==> src/rtl/stack_rr_arbiter.sv <==
// stack_rr_arbiter: two-requester round-robin arbiter (with burst lock) in front of one LIFO stack.
// Optional macro STACK_ARB_ERR_EN: grant push-while-full / pop-while-empty and reject them with rsp_err.
module stack_rr_arbiter #(
  parameter int B = 8
) (
  input  logic         clk,
  input  logic         reset,
  input  logic         req0_valid,
  input  logic         req0_op,
  input  logic [B-1:0] req0_data,
  input  logic         req0_lock,
  output logic         req0_ready,
  input  logic         req1_valid,
  input  logic         req1_op,
  input  logic [B-1:0] req1_data,
  input  logic         req1_lock,
  output logic         req1_ready,
  output logic         rsp_valid,
  output logic         rsp_id,
  output logic         rsp_op,
  output logic [B-1:0] rsp_data,
  output logic         rsp_err,
  output logic         stk_push,
  output logic         stk_pop,
  output logic [B-1:0] stk_push_data,
  input  logic [B-1:0] stk_pop_data,
  input  logic         stk_full,
  input  logic         stk_empty
);

  // state | meaning
  // ARB   | round-robin between requesters, r_prio wins a tie
  // LOCK0 | requester 0 owns the stack until it transfers with lock=0
  // LOCK1 | requester 1 owns the stack until it transfers with lock=0
  typedef enum logic [1:0] {ARB, LOCK0, LOCK1} state_t;

  state_t       r_state;
  logic         r_prio;
  logic         r_rsp_valid;
  logic         r_rsp_id;
  logic         r_rsp_op;
  logic [B-1:0] r_rsp_data;

  logic         w_ok0, w_ok1, w_cand0, w_cand1;
  logic         w_gnt0, w_gnt1, w_gnt, w_gid, w_gop, w_glock, w_gok;
  logic [B-1:0] w_gdata;

  // ok = the stack can actually perform the operation this cycle
  assign w_ok0 = req0_valid & (req0_op ? ~stk_full : ~stk_empty);
  assign w_ok1 = req1_valid & (req1_op ? ~stk_full : ~stk_empty);

`ifdef STACK_ARB_ERR_EN
  assign w_cand0 = req0_valid;
  assign w_cand1 = req1_valid;
`else
  assign w_cand0 = w_ok0;
  assign w_cand1 = w_ok1;
`endif

  // No grants while reset is held so the stack sees no strobes during reset.
  always_comb begin
    w_gnt0 = 1'b0;
    w_gnt1 = 1'b0;
    if (!reset) begin
      case (r_state)
        LOCK0:   w_gnt0 = w_cand0;
        LOCK1:   w_gnt1 = w_cand1;
        default: begin
          if (w_cand0 && w_cand1) begin
            w_gnt0 = ~r_prio;
            w_gnt1 = r_prio;
          end else begin
            w_gnt0 = w_cand0;
            w_gnt1 = w_cand1;
          end
        end
      endcase
    end
  end

  assign w_gnt   = w_gnt0 | w_gnt1;
  assign w_gid   = w_gnt1;
  assign w_gop   = w_gid ? req1_op   : req0_op;
  assign w_glock = w_gid ? req1_lock : req0_lock;
  assign w_gdata = w_gid ? req1_data : req0_data;
  assign w_gok   = w_gid ? w_ok1     : w_ok0;

  assign req0_ready    = w_gnt0;
  assign req1_ready    = w_gnt1;
  assign stk_push      = w_gnt & w_gop & w_gok;
  assign stk_pop       = w_gnt & ~w_gop & w_gok;
  assign stk_push_data = w_gnt ? w_gdata : '0;

  always_ff @(posedge clk) begin
    if (reset) begin
      r_state     <= ARB;
      r_prio      <= 1'b0;
      r_rsp_valid <= 1'b0;
      r_rsp_id    <= 1'b0;
      r_rsp_op    <= 1'b0;
      r_rsp_data  <= '0;
    end else begin
      r_rsp_valid <= w_gnt;
      if (w_gnt) begin
        r_rsp_id   <= w_gid;
        r_rsp_op   <= w_gop;
        r_rsp_data <= (w_gok && !w_gop) ? stk_pop_data : '0;
        case (r_state)
          ARB: begin
            r_prio <= ~w_gid;
            if (w_glock) r_state <= w_gid ? LOCK1 : LOCK0;
          end
          default: begin
            if (!w_glock) begin
              r_prio  <= ~w_gid;
              r_state <= ARB;
            end
          end
        endcase
      end
    end
  end

`ifdef STACK_ARB_ERR_EN
  logic r_rsp_err;

  always_ff @(posedge clk) begin
    if (reset)      r_rsp_err <= 1'b0;
    else if (w_gnt) r_rsp_err <= ~w_gok;
  end

  assign rsp_err = r_rsp_err;
`else
  assign rsp_err = 1'b0;
`endif

  assign rsp_valid = r_rsp_valid;
  assign rsp_id    = r_rsp_id;
  assign rsp_op    = r_rsp_op;
  assign rsp_data  = r_rsp_data;

endmodule

==> config.mk <==
export PLATFORM = sky130hd
export DESIGN_NAME = stack_rr_arbiter
export DESIGN_NICKNAME = d
export VERILOG_FILES = /design/src/rtl/stack_rr_arbiter.sv
export SDC_FILE = /design/constraint.sdc
export NUM_CORES = 1
export LEC_CHECK = 0
export CORE_ASPECT_RATIO = 1.5
export CORE_UTILIZATION = 36
export CTS_BUF_LIST = sky130_fd_sc_hd__clkbuf_8
export CTS_CLUSTER_DIAMETER = 150
export DETAILED_ROUTE_END_ITERATION = 6
export GPL_TIMING_DRIVEN = 0
export HOLD_SLACK_MARGIN = 0.1
export PLACE_DENSITY = 0.82
export SETUP_SLACK_MARGIN = 0.5
export SYNTH_ARGS = -nofsm -noshare
export SYNTH_HDL_FRONTEND = slang
export SYNTH_SLANG_ARGS = --single-unit
==> constraint.sdc <==
create_clock -name clk -period 3.5 [get_ports clk]
set_input_delay 0.7 -clock clk [delete_from_list [all_inputs] [get_ports clk]]
set_output_delay 0.7 -clock clk [all_outputs]
set_load 0.02 [all_outputs]
======== After elaboration in Yosys (flattened, before gate mapping) ========
Index checks and enable logic that the tools add are counted.
operators by class
  equality and inequality tests ........... 4
  mux-type cells .......................... 20
  bitwise operators ....................... 12
  reduce and logical (&&, ||, !) cells .... 6
operators by type and width
  cell                  number
  $mux W8               3
  $mux W1               11
  $mux W2               4
  $and A1 B1 Y1         6
  $not A1 Y1            5
  $pmux W1 S2           2
  $reduce_and A3 Y1     1
  $eq A2 B1 Y1 const B  1
  $eq A2 B2 Y1 const B  1
  $logic_and A1 B1 Y1   2
  $logic_not A2 Y1      1
  $ne A2 B1 Y1 const B  1
  $ne A2 B2 Y1 const B  1
  $reduce_and A2 Y1     1
  $logic_not A1 Y1      1
  $or A1 B1 Y1          1
word-level totals
  register bits after elaboration ......... 14
  input bits .............................. 34
  output and inout port bits .............. 24

======== Longest topological paths before layout ========
  depth in word-level cells ............... 11
  gate-level depth with buffers ........... 11
  depth with buffers taken out ............ 10

======== Worst setup path before layout ========
No wires, ideal clock.
  path kind ............................... input-to-output
  start ................................... input port req1_op
  end ..................................... output port stk_push_data[1]
  arrival time ............................ 1.972 ns
  data required time ...................... 2.800 ns
  slack ................................... 0.828 ns
  stages .................................. 7
  buffers on the path ..................... 2
  cell sequence ........................... mux2i_1 > nand4b_1 > a31o_1 > buf_6 > buf_2 > mux2i_1 > nor2_1
between the ends
  word-level cells in the longest chain between the ends .. 8
  elaborated cells on any way between the ends .. 12
  those cells by class .................... 9 x mux; 2 x bitwise; 1 x reduce/logical
ends and longest elaborated chain
  what                                            line    text
  start, declared                                 14      input logic req1_op,
  $mux W1 *                                       50      assign w_ok1 = req1_valid & (req1_op ? ~stk_full : ~stk_empty);
  $and A1 B1 Y1 *                                 50
  $logic_and A1 B1 Y1                             69      if (w_cand0 && w_cand1) begin
  $mux W1                                         69
  $pmux W1 S2                                     65      case (r_state)
  $mux W1                                         64      if (!reset) begin
  $mux W8 / $or A1 B1 Y1 (equally long branches)  85, 81
  $mux W8 *                                       92      assign stk_push_data = w_gnt ? w_gdata : '0;
  end, declared                                   25      output logic [B-1:0] stk_push_data,
Mark *: on every way between the ends. The rest lies on a longest branch, timed or not.

======== Final worst setup path ========
  start ................................... input port req1_op
  end ..................................... output port stk_push_data[6]
Same word-level chain as after synthesis.

==> impl_metrics.json <==
{
  "synth.most_common_cell": "nor2_1",
  "numCtsBuffers": 3,
  "synth-xor-area-share_pct": 0,
  "layout.nets": 211,
  "dp_slack_ps": -417,
  "clk_path_buf_depth": 2,
  "dieHeight_microns": 61.4,
  "synth_seq_cells": 14,
  "cts_tree": "yes",
  "grt_start_max_net_pins": 11,
  "synth_edf_count": 0,
  "status": "finished clean",
  "grt_pass1_vias": 985,
  "area_growth_pct": 92.6,
  "cts_root_buf": "clkbuf_8",
  "worstPathMaxFanout": 6,
  "synth_top_family_by_area": "simple AND/OR/NAND/NOR gates",
  "postLayoutSetupSlackWorst_ps": 552,
  "maxCapViolCount": 0,
  "diodes": 0,
  "yosysSeqAreaShare_pct": 33.1,
  "die_area_sq_mm": 0.00255,
  "wire_per_inst_microns": 14.4,
  "seqPwrFrac_pct": 33.0,
  "crit_path_start_kind": "input pin",
  "synth.top_cell.area_share_pct": 33.1,
  "yosys.area_share.adder_pct": 5.91,
  "netlist_instances": 96,
  "clock-sinks": 14,
  "ys_warn_count": 0,
  "synth_nets": 134,
  "max_stage_delay_ps": 260,
  "hold_viol_final": 0,
  "final_cells": 195,
  "place_congestion": 0.753,
  "dp.cells": 174,
  "endpoint_kind": "output port",
  "path_common_cell": "buf_4",
  "slew_violations": 0,
  "pin_count": 58,
  "first_pass_iters": 4,
  "fill_cells": 164,
  "ir_drop_v": 0.000269,
  "finalSetupViolations": 0,
  "drtIter0Drc": 20,
  "skew_ps": 1.78,
  "clkPwrFrac_pct": 29.0,
  "synth-compound-area-share_pct": 15.4,
  "vias_per_cell": 5.05,
  "insertion_delay_ps": 240,
  "power.leakage_nw": 0.797,
  "crit_chain": "buf_2 -> mux2i_2 -> nand4b_1 -> a31o_1 -> buf_6 -> buf_8 -> buf_4 -> mux2i_1 -> nor2_1 -> buf_4",
  "period_share_pct": 84.2,
  "clk_pin_slew_ps": 60,
  "final_layout_size_suffix_gt1_share_pct": 33.1,
  "grt_pass1_wl_microns": 4200,
  "antenna_found_initial": 0,
  "swShare_pct": 28.2,
  "comb_power_share_pct": 38.0,
  "fp.dieW_microns": 41.6,
  "min_period_ps": 2950,
  "p_sw_uw": 151,
  "yosys-top-cells-area": "dfxtp_1, mux2i_1, a31o_2",
  "yosysTopAreaCell": "dfxtp_1",
  "cp_data_arrival_time_ps": 2250,
  "ant_nets": 0,
  "hp-class": "register to register",
  "syn-cell-area_sq_um": 847,
  "rsz0062_at_grt": "false",
  "setup.worst_path.class": "input pin to output port",
  "vias": 985,
  "muxShareOfSynthArea_pct": 14.3,
  "io_buffers": 55,
  "slowest_stage": "mux2i_2",
  "avgSynthCellArea_sq_um": 8.82,
  "cts_max_level": 1,
  "grt_overflow": 0,
  "synth-main-ff-cell": "dfxtp_1",
  "routed_wirelength_microns": 2800,
  "ys_top_cells_by_count": "nor2_1, dfxtp_1, mux2i_1",
  "route.detailed.drc": 0,
  "cp.required_ps": 2800,
  "track_usage_pct": 21.3,
  "p_per_area_mw_per_mm2": 329,
  "core-area_sq_mm": 0.00223,
  "max_freq_ghz": 0.339,
  "p_int_uw": 385,
  "floorplan.initialDensity_pct": 37.9,
  "synthDistinctLibCells": 28,
  "rows": 21,
  "hpwl_microns": 1940,
  "yosys.area_share.simple_pct": 21.1,
  "synthArstFlopShare_pct": 0
}
## power by group through the flow
stage / clock network, mW / logic [mW] / registers [mW]
after CTS: 0.159 / 0.198 / 0.177
after detailed placement: 0 / 0.175 / 0.181
after global placement: 0 / 0.172 / 0.180
after floorplan: 0 / 0.0772 / 0.192
final: 0.156 / 0.204 / 0.177
after global routing: 0.169 / 0.218 / 0.179
## cell usage in the layout, fill, tap and decap left out, types with 6 or more instances in the layout
cell type	n
clkdlybuf4s50_1	37
buf_4	22
nor2_1	15
dfxtp_1	14
mux2i_1	8
nor3b_1	8
a31o_2	8
buf_2	7
inv_1	6
## final cells by class
type                       count  area (sq um)  area share, %
buffer                         9          76.3           4.68
clock buffer                   4          55.1           3.37
inverter                       6          22.5           1.38
multi-input combinational     67           524           32.1
sequential                    14           280           17.2
tap                           23          28.8           1.76
timing repair buffer          72           644           39.5
## per-layer routing
layer,up-vias,GRT usage (%),part of all wire (%),wire (microns)
met5,-,0,0,0
met4,0,4.15,1.1,30
met3,4,4.69,5.5,155
li1,481,-,-,-
met2,42,45.3,60,1670
met1,458,20.8,34,948
## critical path: cells and delay by family
family | cells | cell delay [ps]
AOI/OAI and AO/OA | 1 | 230
muxes | 2 | 370
buffers and inverters | 5 | 700
and+or+nand+nor | 2 | 250
## final timing paths
check,slack [ps],endpoint,cells after the start,startpoint
max,550,stk_push_data[6],10,req1_op
min,490,rsp_id,2,rsp_id
max reg2reg,720,r_state[1],19,r_state[0]
min reg2reg,490,rsp_id,2,rsp_id
## sequential cells by signal, indices dropped and copies added (netlist names)
register   cells
r_prio         1
rsp_op         1
rsp_data       8
rsp_id         1
r_state        2
rsp_valid      1
## cells by family (layout without fill, tap and decap cells)
logic type,Yosys count,count (layout)
mux,12,12
buf+inv,15,91
flops,14,14
fa+ha+maj,4,4
simple gates,34,34
compound gates,16,16
other cells,1,1
## metrics by stage
step	utilization, %	hold WS, ps	power [mW]	setup TNS (ps)	area [sq um]
after detailed placement	63.9	458	0.356	-2400	1430
final	73.1	488	0.537	0	1630
after CTS	72.3	466	0.535	0	1610
after floorplan	-	482	0.269	0	847
after global routing	73.1	525	0.566	0	1630
after global placement	63.9	447	0.352	-1700	1430
## what timing repair did
item / in CTS / in global routing
setup buffers: 17 / 0
hold buffers: 0 / 0
endpoints found under the setup margin: 13 / 9
pin swaps: 3 / 2
resized for setup: 59 / 12
hold endpoints to repair: 0 / 0
gates cloned: 0 / 0
Power figures use the tool's default switching activity.
